File: src/rtl/axi_wr_burst_master.sv
// AXI4 write-burst master: drains a 256-bit FWFT FIFO into a linear frame
// buffer using fixed-length INCR bursts, arbitrating for the DDR write port
// before each burst.
module axi_wr_burst_master #(
  parameter int unsigned           AXI_ADDR_W  = 32,
  parameter int unsigned           BURST_LEN   = 16,
  parameter logic [AXI_ADDR_W-1:0] FRAME_BASE  = '0,
  parameter logic [AXI_ADDR_W-1:0] FRAME_BYTES = AXI_ADDR_W'(32'h007E_9000)
) (
  input  logic                  ddr_clk,
  input  logic                  rstn,
  input  logic                  frame_start,
  input  logic [8:0]            wfifo_rd_water_level,
  input  logic [255:0]          wfifo_rd_data256_out,
  output logic                  wfifo_rd_req,
  output logic                  arb_req,
  input  logic                  arb_grant,
  output logic                  arb_done,
  output logic [AXI_ADDR_W-1:0] m_axi_awaddr,
  output logic [7:0]            m_axi_awlen,
  output logic [2:0]            m_axi_awsize,
  output logic [1:0]            m_axi_awburst,
  output logic                  m_axi_awvalid,
  input  logic                  m_axi_awready,
  output logic [255:0]          m_axi_wdata,
  output logic [31:0]           m_axi_wstrb,
  output logic                  m_axi_wlast,
  output logic                  m_axi_wvalid,
  input  logic                  m_axi_wready,
  input  logic [1:0]            m_axi_bresp,
  input  logic                  m_axi_bvalid,
  output logic                  m_axi_bready,
  output logic                  wr_err,
  output logic                  frame_done
);

  localparam logic [AXI_ADDR_W-1:0] BURST_BYTES = AXI_ADDR_W'(BURST_LEN * 32);
  localparam logic [AXI_ADDR_W-1:0] FRAME_END   = FRAME_BASE + FRAME_BYTES;
  localparam logic [8:0]            LEVEL_NEED  = 9'(BURST_LEN);
  localparam logic [7:0]            LAST_IDX    = 8'(BURST_LEN - 1);

  typedef enum logic [2:0] {S_IDLE, S_REQ, S_AW, S_W, S_B} state_t;

  state_t                  state;
  logic [AXI_ADDR_W-1:0]   addr;
  logic [AXI_ADDR_W-1:0]   next_addr;
  logic [7:0]              beat_cnt;
  logic                    fs_pending;

  // Constant burst attributes and FIFO pass-through
  assign m_axi_awlen   = LAST_IDX;
  assign m_axi_awsize  = 3'b101;
  assign m_axi_awburst = 2'b01;
  assign m_axi_wstrb   = '1;
  assign m_axi_wdata   = wfifo_rd_data256_out;
  assign m_axi_awaddr  = addr;
  assign wfifo_rd_req  = m_axi_wvalid & m_axi_wready;
  assign next_addr     = addr + BURST_BYTES;

  // Burst sequencing FSM with registered handshake outputs and address walk
  always_ff @(posedge ddr_clk or negedge rstn) begin
    if (!rstn) begin
      state         <= S_IDLE;
      addr          <= FRAME_BASE;
      beat_cnt      <= '0;
      fs_pending    <= 1'b0;
      arb_req       <= 1'b0;
      arb_done      <= 1'b0;
      frame_done    <= 1'b0;
      m_axi_awvalid <= 1'b0;
      m_axi_wvalid  <= 1'b0;
      m_axi_wlast   <= 1'b0;
      m_axi_bready  <= 1'b0;
      wr_err        <= 1'b0;
    end else begin
      arb_done   <= 1'b0;
      frame_done <= 1'b0;
      case (state)
        S_IDLE: begin
          if (frame_start) addr <= FRAME_BASE;
          if (wfifo_rd_water_level >= LEVEL_NEED) begin
            arb_req <= 1'b1;
            state   <= S_REQ;
          end
        end
        S_REQ: begin
          if (frame_start) addr <= FRAME_BASE;
          if (arb_grant) begin
            m_axi_awvalid <= 1'b1;
            state         <= S_AW;
          end
        end
        S_AW: begin
          if (frame_start) fs_pending <= 1'b1;
          if (m_axi_awready) begin
            m_axi_awvalid <= 1'b0;
            m_axi_wvalid  <= 1'b1;
            m_axi_wlast   <= (LAST_IDX == '0);
            beat_cnt      <= '0;
            state         <= S_W;
          end
        end
        S_W: begin
          if (frame_start) fs_pending <= 1'b1;
          if (m_axi_wready) begin
            if (m_axi_wlast) begin
              m_axi_wvalid <= 1'b0;
              m_axi_wlast  <= 1'b0;
              m_axi_bready <= 1'b1;
              state        <= S_B;
            end else begin
              // wlast is registered, so it is set one beat ahead from the incremented count
              beat_cnt    <= beat_cnt + 8'd1;
              m_axi_wlast <= ((beat_cnt + 8'd1) == LAST_IDX);
            end
          end
        end
        S_B: begin
          if (m_axi_bvalid) begin
            m_axi_bready <= 1'b0;
            arb_req      <= 1'b0;
            arb_done     <= 1'b1;
            fs_pending   <= 1'b0;
            state        <= S_IDLE;
            if (m_axi_bresp != 2'b00) wr_err <= 1'b1;
            // a frame restart seen during the burst wins over the natural wrap
            if (fs_pending || frame_start) begin
              addr <= FRAME_BASE;
            end else if (next_addr == FRAME_END) begin
              addr       <= FRAME_BASE;
              frame_done <= 1'b1;
            end else begin
              addr <= next_addr;
            end
          end else if (frame_start) begin
            fs_pending <= 1'b1;
          end
        end
        default: state <= S_IDLE;
      endcase
    end
  end

endmodule

File: config.mk
export PLATFORM = sky130hd
export DESIGN_NAME = axi_wr_burst_master
export DESIGN_NICKNAME = d
export VERILOG_FILES = /design/src/rtl/axi_wr_burst_master.sv
export SDC_FILE = /design/constraint.sdc
export NUM_CORES = 1
export LEC_CHECK = 0
export CORE_AREA = 4 4 236 238
export DETAILED_ROUTE_END_ITERATION = 12
export DIE_AREA = 0 0 240 242
export DONT_BUFFER_PORTS = 1
export HOLD_SLACK_MARGIN = 0.02
export SLEW_MARGIN = 15
export SYNTH_ARGS = -nofsm -noshare
export SYNTH_HDL_FRONTEND = slang
export SYNTH_SLANG_ARGS = --single-unit
File: constraint.sdc
create_clock -name ddr_clk -period 5.45 [get_ports ddr_clk]
set_input_delay 0.545 -clock ddr_clk [delete_from_list [all_inputs] [get_ports ddr_clk]]
set_output_delay 0.545 -clock ddr_clk [all_outputs]
set_load 0.02 [all_outputs]
# Word level (Yosys, flattened, before mapping)
# Index checks and enable logic that the tools add are counted.
# classes
reduce_logical	20
n_lt_le_gt_ge	1
n_eq_ne	14
n_mux	41
bitwise_logic	1
n_addsub	2
# op_table
operator	n
$mux W32	4
$pmux W32 S2	1
$add A32 B10 Y32 const B	1
$eq A32 B23 Y1 const B	1
$mux W8	3
$mux W1	19
$mux W3	6
$pmux W8 S2	1
$pmux W3 S5	1
$reduce_and A3 Y1	5
$ne A2 B2 Y1 const B	7
$reduce_bool A2 Y1	7
$pmux W1 S2	6
$reduce_and A4 Y1	3
$ge A9 B5 Y1 const B	1
$add A8 B1 Y8 const B	1
$eq A8 B4 Y1 const B	1
$eq A3 B2 Y1 const B	2
$reduce_and A6 Y1	1
$reduce_or A2 Y1	2
$eq A3 B1 Y1 const B	1
$eq A3 B3 Y1 const B	1
$logic_not A3 Y1	1
$ne A2 B1 Y1 const B	1
other kinds (2)	2
# word_totals
out_inout_bits	342
elab_cells	91
reg_bits	52

# Longest topological paths before layout
# Gate-level depths: netlist of run 1.
# depth
word_depth	6
ltp_mapped	9

# Worst setup path before layout of run 1
# No wires, ideal clock.
# synth_path
kind	register to register
startpoint	register addr[9], in the netlist m_axi_awaddr[9]
endpoint	register addr[12], in the netlist m_axi_awaddr[12]
path_stages_with_launch	9
t_arrival_ns	2.418
required_ns	5.315
setup_ns	0.136
slack_ns	2.897
synth_period_minus_slack_ns	2.553
n_path_buf	0
cell_sequence	dfrtp_1 ha_1 and4_4 or4_1 o211a_2 nor4b_4 nand4_2 a221oi_1 o41ai_1
# synth_between
elab_chain_cells	6
# synth_rtl
item	line_no	source
start: declaration	45	logic [AXI_ADDR_W-1:0] addr;
start signal: assignment	133	addr <= next_addr;
$add A32 B10 Y32 *	58	assign next_addr = addr + BURST_BYTES;
$eq A32 B23 Y1	129	end else if (next_addr == FRAME_END) begin
$mux W32 *	129	
$mux W32 *	127	if (fs_pending || frame_start) begin
$mux W32 *	119	if (m_axi_bvalid) begin
$pmux W32 S2 *	78	case (state)
# Mark *: on every way between the ends. The rest lies on a longest branch, timed or not. The select of a mux whose other input is x is not followed.
# A chain may end at the register's enable or synchronous reset.

# Worst setup path after layout of run 1
# layout_path
startpoint	register addr[9], in the netlist m_axi_awaddr[9]
endpoint	register addr[20], in the netlist m_axi_awaddr[20]
# The elaborated chain is that of the path after synthesis.

==> results.md, run 1 <==
Run status:
- The run finished with clean final reports.

Synthesis:
- The Yosys step of the flow raised 0 warnings.
- The cell area after synthesis is ~5200 um2.
- The largest total area in the synthesized netlist belongs to buf_4.
- The share of the synthesized area in compound gates (AO/OA/AOI/OAI) is approximately an eighth.
- After synthesis the netlist holds a flip-flop and latch count of 43.
- In the post-synthesis netlist, the biggest area contributors are buf_4 45%, dfrtp_1 21%, o21ai_0 3.8%, nand2_1 2.4%, nor2_1 1.8%.
- Sequential cells were found to cover between 20% and 30% of the synthesized design area.
- The top flip-flop cell by instance count after synthesis is dfrtp_1.
- The post-synthesis instance total is approximately 650.
- The synthesized netlist devotes 0.722% of its cell area to adder and majority cells.
- The portion of synthesized cell area occupied by the leading cell type is a little under half.
- Multiplexer cells account for less than 1% of the synthesized area.
- Counting flops with a built-in enable in the synthesized netlist gives 0.
- The synthesized area divided by synthesized cell count is roughly 8.0 um2.
- The share of synthesized flip-flops with an asynchronous set or reset is between 90% and 100%.
- The simple logic cell fraction of the synthesized area is roughly 17%.
- The synthesized netlist devotes under 10% of its cell area to XOR and XNOR gates.
- The synthesized netlist contains 60 unique library cells.
- The largest family of logic cells by synthesized area is buffers and inverters.

Layout:
- 0 antenna diodes ended up in the layout.
- The most common cell after layout, fill and taps aside is conb_1.
- The net count of the finished layout is 654.
- The library cells used most frequently in the layout, excluding fill and tap cells, are 54 x conb_1, 43 x dfrtp_1, 39 x o21ai_0.
- The number of fill cells is roughly 6300.
- In the final layout, the share of cells above drive strength 1 is ~8.2%.
- The synthesis-to-finish area growth is -22.4%.

Die:
- The die area is ~58000 um2.
- The floorplan die width is between 200 and 250 um.
- The initial core utilization is 9.70%.
- The total area inside the core boundary comes to around 54000 um2.
- The number of primary I/O pins is slightly above 600.
- The die is roughly 240 um tall.
- The number of placement rows is 85.

GRT:
- The first global-routing pass estimated approximately 21000 um of wire.
- After global routing the overflow that remains totals 0.
- The global-route total usage across every layer is around 4.7%.
- The number of antenna violations at the first check in global routing is 2.
- The via count of the first global-routing pass was approximately 3200.
- Entering global routing, the biggest net connects 44 pins.

Route:
- The routed layout has around 3200 vias.
- In the routed design, unresolved DRC markers number 0.
- The routed wirelength normalized by instance count is about 14 um.
- Using the TritonRoute via totals, the vias-per-cell ratio works out to 2.95.
- The violation count after the first detailed-routing iteration is roughly 230.
- The total length of routed wires is ~15000 um.
- The first detailed-routing pass took 5 iterations.
- The count of nets left with antenna violations once routing finished came out at 0.

Pwr:
- The analysis attributes to cell leakage a power of approximately 1.4 nW.
- The design draws approximately 0.9 mW.
- The power per cell area is roughly 220 nW/um2.
- VDD sags by at most ~0.093 mV.

STA:
- The final count of hold timing violations is 0.
- Setup repair after global routing left no endpoint under its margin.
- The count of pins over their slew limit was 0.
- For this run, the top clock speed supported by timing is around 0.27 GHz.
- Setup violations remaining at the end of the flow were counted as 0.
- Once routing completed, OpenROAD measured the worst setup slack at 1.78 ns.
- Setup total negative slack on the finished layout was measured at 0 ns.
- The portion of the clock cycle consumed by the worst path in the final layout is 67.4%.
- The slew at the pin closest to its max-slew limit is between 1 and 1.5 ns.
- In this run the tightest slew margin relative to its limit is between 20% and 30%.
- The setup skew after layout is between 0.009 and 0.01 ns.
- The worst path in the final design needs a cycle of ~3.7 ns, including I/O delays and setup.

Clock network:
- Clock-pin slew was measured on the worst setup and hold paths at 0.07 ns.
- The number of buffers between clock root and the deepest sink is 2.
- The tree is rooted in a clkbuf_16.
- TritonCTS created 5 clock buffers.
- The total clock sinks is 43.
- In this run the number of H-tree levels came out at 2.
- The clock reaches the later pin of the worst-skew pair after a little under 0.3 ns.
- The CTS tree is yes.

Hold path:
- The worst hold path belongs to the class primary input to async pin.

Worst setup path:
- The worst-path maximum fanout is 11.
- The required time of the critical path is roughly 5.6 ns.
- The worst setup path is launched from a register.
- The type of element capturing the critical path is a register.
- The worst setup path is of the register to register kind.
- The arrival time at the worst endpoint is 3.81 ns.

Flow run:
- The total of max-cap violations is 0.

Placed design:
- Timing analysis after detailed placement gives a worst setup slack of approximately 1.9 ns.
- At the end of routability-driven placement, the weighted congestion stood at 0.813.
- Detailed placement ended at an HPWL of between 10000 and 15000 um.
- The number of buffers added on ports is 0.
[per-stage QoR]
step	util (%)	hold slack, ns	area (um2)	instances
floorplan	-	0.249	5400	699
global placement	7.20	0.250	3860	1065
detailed placement	7.20	0.251	3860	1065
CTS	7.53	0.0938	4040	1074
global route	7.53	0.0965	4040	1074
finish	7.53	0.0829	4040	1074
[flip-flops by register name, indices dropped and copies added (netlist names)]
| name | cells |
|---|---|
| frame_done | 1 |
| m_axi_bready | 1 |
| fs_pending | 1 |
| m_axi_wlast | 1 |
| m_axi_wvalid | 1 |
| state | 3 |
| m_axi_awvalid | 1 |
| arb_done | 1 |
| m_axi_awaddr | 23 |
| beat_cnt | 8 |
| arb_req | 1 |
| wr_err | 1 |
[layout make-up]
cell class / instances / area (um2) / share of cell area, %
Inverter: 8 / 30.0 / 0.744
Clock buffer: 7 / 143 / 3.53
Sequential cell: 43 / 1080 / 26.7
Tap cell: 696 / 871 / 21.6
Timing Repair Buffer: 3 / 42.5 / 1.05
Multi-Input combinational cell: 316 / 1870 / 46.2
Clock inverter: 1 / 8.76 / 0.217
[logic make-up (layout without fill, tap and decap cells)]
family          count (synthesis)  count (layout)
compound gates                 97              97
xor+xnor                        8               8
fa+ha+maj                       3               3
buf+inv                       340              19
flops                          43              43
mux                             1               1
other cells                     2              54
simple gates                  153             153
[what timing repair did]
| action | 4_1_cts | 5_1_grt |
|---|---|---|
| hold buffers | 1 | 0 |
| resized for setup | 0 | 0 |
| endpoints found under the setup margin | 0 | 0 |
| hold endpoints to repair | 43 | 0 |
| setup buffers | 0 | 0 |
[worst max-delay path, cell delays in order, from the launching register on]
cell and delay (ns):
dfrtp_1 0.58, ha_1 0.38, nand4_2 0.27, nor4_2 0.91, a21boi_0 0.30, nor4b_2 0.34
nand4_2 0.26, a221oi_1 0.34, o31ai_1 0.12
[path summary, 6_finish.rpt]
kind	from	to	slack, ns	cells after the start
min in group ddr_clk	m_axi_bvalid	state[2]	0.36	1
hold reg to reg	beat_cnt[4]	beat_cnt[4]	0.53	1
hold / removal	rstn	m_axi_awaddr[11]	0.08	1
setup / recovery	m_axi_awaddr[9]	m_axi_awaddr[20]	1.78	8
max in group asynchronous	rstn	beat_cnt[1]	5.11	1
setup reg to reg	m_axi_awaddr[9]	m_axi_awaddr[20]	1.78	8
[synthesized netlist by cell type (6+ instances only)]
cell type    n
nor3b_1      6
o41ai_1      6
dfrtp_1     43
nand2_1     33
clkbuf_1    11
o21ai_0     39
o31ai_1     12
nor2_1      25
a21oi_1     11
buf_4      313
and3_1      12
nand3_1     16
nor3_1       7
inv_1        8
nand4_1     10
[metal layers]
layer	part of all wire [%]	track usage, %	routed length [um]	vias to the layer above
met5	0	0	0	-
met3	19	4.21	2780	124
met2	41	6.43	5990	300
met1	32	4.34	4670	1450
met4	7.7	3.96	1130	0
li1	-	-	-	1295
[power by group]
| group | leakage (nW) | switching [mW] | total (mW) | internal [mW] |
|---|---|---|---|---|
| Clock | 0.0741 | 0.130 | 0.313 | 0.184 |
| Sequential | 0.577 | 0.0589 | 0.404 | 0.345 |
| Combinational | 0.705 | 0.131 | 0.187 | 0.0556 |
| Total | 1.36 | 0.320 | 0.904 | 0.584 |
(Power assumes the default switching activity.)
==> run 2, diff against run 1 <==
==> constraint.sdc (replaced) <==
create_clock -name ddr_clk -period 3.1 [get_ports ddr_clk]
set_input_delay 0.31 -clock ddr_clk [delete_from_list [all_inputs] [get_ports ddr_clk]]
set_output_delay 0.31 -clock ddr_clk [all_outputs]
set_load 0.02 [all_outputs]
==> results.md, run 2 (synthesis results as in run 1) <==
Run status:
- The run finished with clean final reports.

Layout:
- The library cell used most frequently in the layout, excluding fill and tap cells, is conb_1.
- The number of fill cells came to 6293 (-0.21%).
- The sequential cell area in the final layout came to 1080 um2 (unchanged).
- Leaving out fill and tap cells, the most frequent cells in the layout are 54 x conb_1, 43 x dfrtp_1, 39 x o21ai_0.
- Relative to the synthesized area, the layout overhead comes to -19.0%.
- The final non-filler cell area is 4210 um2 (+4.3%).
- The antenna diode instance count is 0 (unchanged).
- The fraction of layout cells with a size suffix above 1 came to 13.2% (+5.0 points).
- The area of combinational cells with multiple inputs came to 1870 um2 (unchanged).
- The count of nets after finishing came to 677 (+3.5%).
- The flip-flop count of the largest register, all copies and words added was 23 (unchanged).

Placed design:
- The detailed-placement wirelength estimate is 11600 um (+2.6%).
- The number of buffers added on ports is 0 (unchanged).
- The pre-CTS worst setup slack is 0.428 ns (-1.45 ns).
- The total placed instance area is 4020 um2 (+4.3%).
- The last weighted congestion value of the routability-driven placer is 0.848 (+4.3%).

Clock network:
- The number of levels the H-tree was split into is 2 (unchanged).
- The clock-pin slew reported for the worst setup and hold paths after clock tree synthesis is 0.06 ns (about the same).
- The number of buffers between clock root and the deepest sink is 2 (unchanged).
- The number of buffers inserted by post-CTS setup repair was 0 (unchanged).
- The number of buffers added by the clock tree synthesis step was 5 (unchanged).
- The CTS tree is yes.
- The master cell of the clock root buffer is clkbuf_16.
- The clock latency on the worst-skew pair is 0.29 ns (about the same).
- The total clock sinks is 43 (unchanged).

Route:
- The final routed DRC violation total is 0 (unchanged).
- The number of vias per cell after detailed routing is 2.93 (-0.64%).
- The number of nets with antenna violations after routing was 0 (unchanged).
- The total length of routed wires was 14800 um (+1.9%).
- The violation count after the first detailed-routing iteration is 258 (+14%).
- The routed wirelength normalized by instance count came to 13.5 um (-0.28%).
- The total via count in the routed design is 3216 (+1.5%).
- The count of TritonRoute iterations in the first routing pass is 4 (-1).

GRT:
- The pin count of the biggest net entering global routing is 44 (unchanged).
- The via count of the first global-routing pass was 3192 (+0.094%).
- The wire length of the first global-routing pass was 20900 um (+1.0%).
- The overflow left after global routing is 0 (unchanged).
- The global-route total usage across every layer is 4.80% (+0.069 points).
- The number of antenna violations at the first check in global routing was 0 (-2).

Worst setup path:
- The worst setup path is of the register to register kind.
- The kind of launch point of the worst setup path is a register.
- The required time of the critical path is 3.23 ns (-2.35 ns).
- The arrival time at the worst endpoint came to 2.83 ns (-0.98 ns).
- The worst-path maximum fanout came to 8 (-3).
- The worst setup path is captured at a register.

STA:
- The post-route minimum period is 2.70 ns (-0.975 ns).
- The accumulated negative setup slack is 0 ns (unchanged).
- The final count of hold timing violations is 0 (unchanged).
- The count of pins over their slew limit is 0 (unchanged).
- The worst setup slack after layout is 0.402 ns (-1.37 ns).
- The setup skew after layout was 0.00811 ns (-0.00139 ns).
- The portion of the clock cycle consumed by the worst path in the final layout is 87.0% (+20 points).
- The setup-violating endpoint count in the final report is 0 (unchanged).
- Setup repair after global routing left no endpoint under its margin.
- The slew at the pin closest to its max-slew limit is 1.12 ns (-0.0335 ns).
- The highest clock rate is 0.371 GHz (+36%).
- The worst-case headroom to the max-slew limit is 25.5% (+2.2 points).

Die:
- The y dimension of the die is 242 um (unchanged).
- The initial core utilization is 9.70% (unchanged).
- The core footprint is 53600 um2 (unchanged).
- The floorplan die width came to 240 um (unchanged).
- The number of primary I/O pins is 616 (unchanged).
- The die area is 58100 um2 (unchanged).
- The number of placement rows was 85 (unchanged).

Pwr:
- The proportion of power drawn by flip-flops and latches is 43.1% (-1.6 points).
- The power per cell area is 380 nW/um2 (+70%).
- The switching power summed over all nets was 0.566 mW (+77%).
- The total leakage power was 1.48 nW (+8.9%).
- The fraction of power spent switching nets is 35.3% (-0.061 points).
- The internal power contribution is 1.04 mW (+77%).
- The maximum resistive drop on vdd is 0.153 mV (+65%).
- The logic gate share of total power was 22.9% (+2.2 points).
- The share of total power in the clock network was 34.0% (-0.6 points).

Hold path:
- The worst hold path class is primary input to register.

Flow run:
- The total of max-cap violations is 0 (unchanged).
-- run 2: cell types whose count changed in the layout (fill, tap and decap cells not counted), sizes merged --
cell and delta:
buf +22, dlygate4sd3 +1
-- run 2: final timing paths --
kind                                 startpoint               end  slack (ns)  cells after the start
worst max-delay path            m_axi_awaddr[9]  m_axi_awaddr[12]        0.40                      8
worst min-delay path               m_axi_bvalid          state[2]        0.13                      1
min in group asynchronous                  rstn   m_axi_awaddr[9]        0.51                      2
worst max register to register  m_axi_awaddr[9]  m_axi_awaddr[12]        0.40                      8
worst min register to register      beat_cnt[4]       beat_cnt[4]        0.53                      1
max in group asynchronous                  rstn       beat_cnt[1]        2.35                      2
-- run 2: repair_timing --
action,in CTS,in global routing
endpoints found under the hold margin,43,0
gates resized for setup,0,0
hold buffers,2,0
setup endpoints to repair,0,0
-- run 2: layout make-up --
class | count | area share, %
clock buffer | 7 | 3.39
clock inverter | 1 | 0.208
inverter | 8 | 0.713
multi-input combinational | 316 | 44.3
sequential | 43 | 25.5
tap | 696 | 20.7
timing repair buffer | 26 | 5.17
-- run 2: metal layers --
layer / track usage (%) / up-vias / part of all wire (%)
met5: 0 / - / 0
met3: 4.14 / 117 / 19
met1: 4.67 / 1444 / 33
li1: - / 1338 / -
met4: 3.84 / 0 / 7.2
met2: 6.38 / 317 / 41
-- run 2: stage by stage --
stage	hold WS [ns]	instances	power (mW)	utilization (%)
2_1_floorplan	0.0144	699	1.49	-
3_3_place_gp	0.0157	1087	1.05	7.51
3_5_place_dp	0.0158	1087	1.06	7.51
4_1_cts	0.113	1097	1.64	7.86
5_1_grt	0.114	1097	1.71	7.86
6_report	0.129	1097	1.60	7.86
-- run 2: worst max-delay path, stage by stage, from the launching register on --
cell      delay, ns
dfrtp_1        0.39
ha_1           0.30
and4_4         0.24
or4_1          0.50
o211a_2        0.16
nor4b_4        0.23
nand4_2        0.29
a221oi_1       0.32
o41ai_1        0.11
-- run 2: power by group through the flow --
stage | combinational, mW | clock (mW) | sequential, mW
finish | 0.366 | 0.545 | 0.691
global route | 0.413 | 0.593 | 0.704
CTS | 0.368 | 0.573 | 0.697
detailed placement | 0.349 | 0 | 0.706
global placement | 0.340 | 0 | 0.705
floorplan | 0.820 | 0 | 0.672
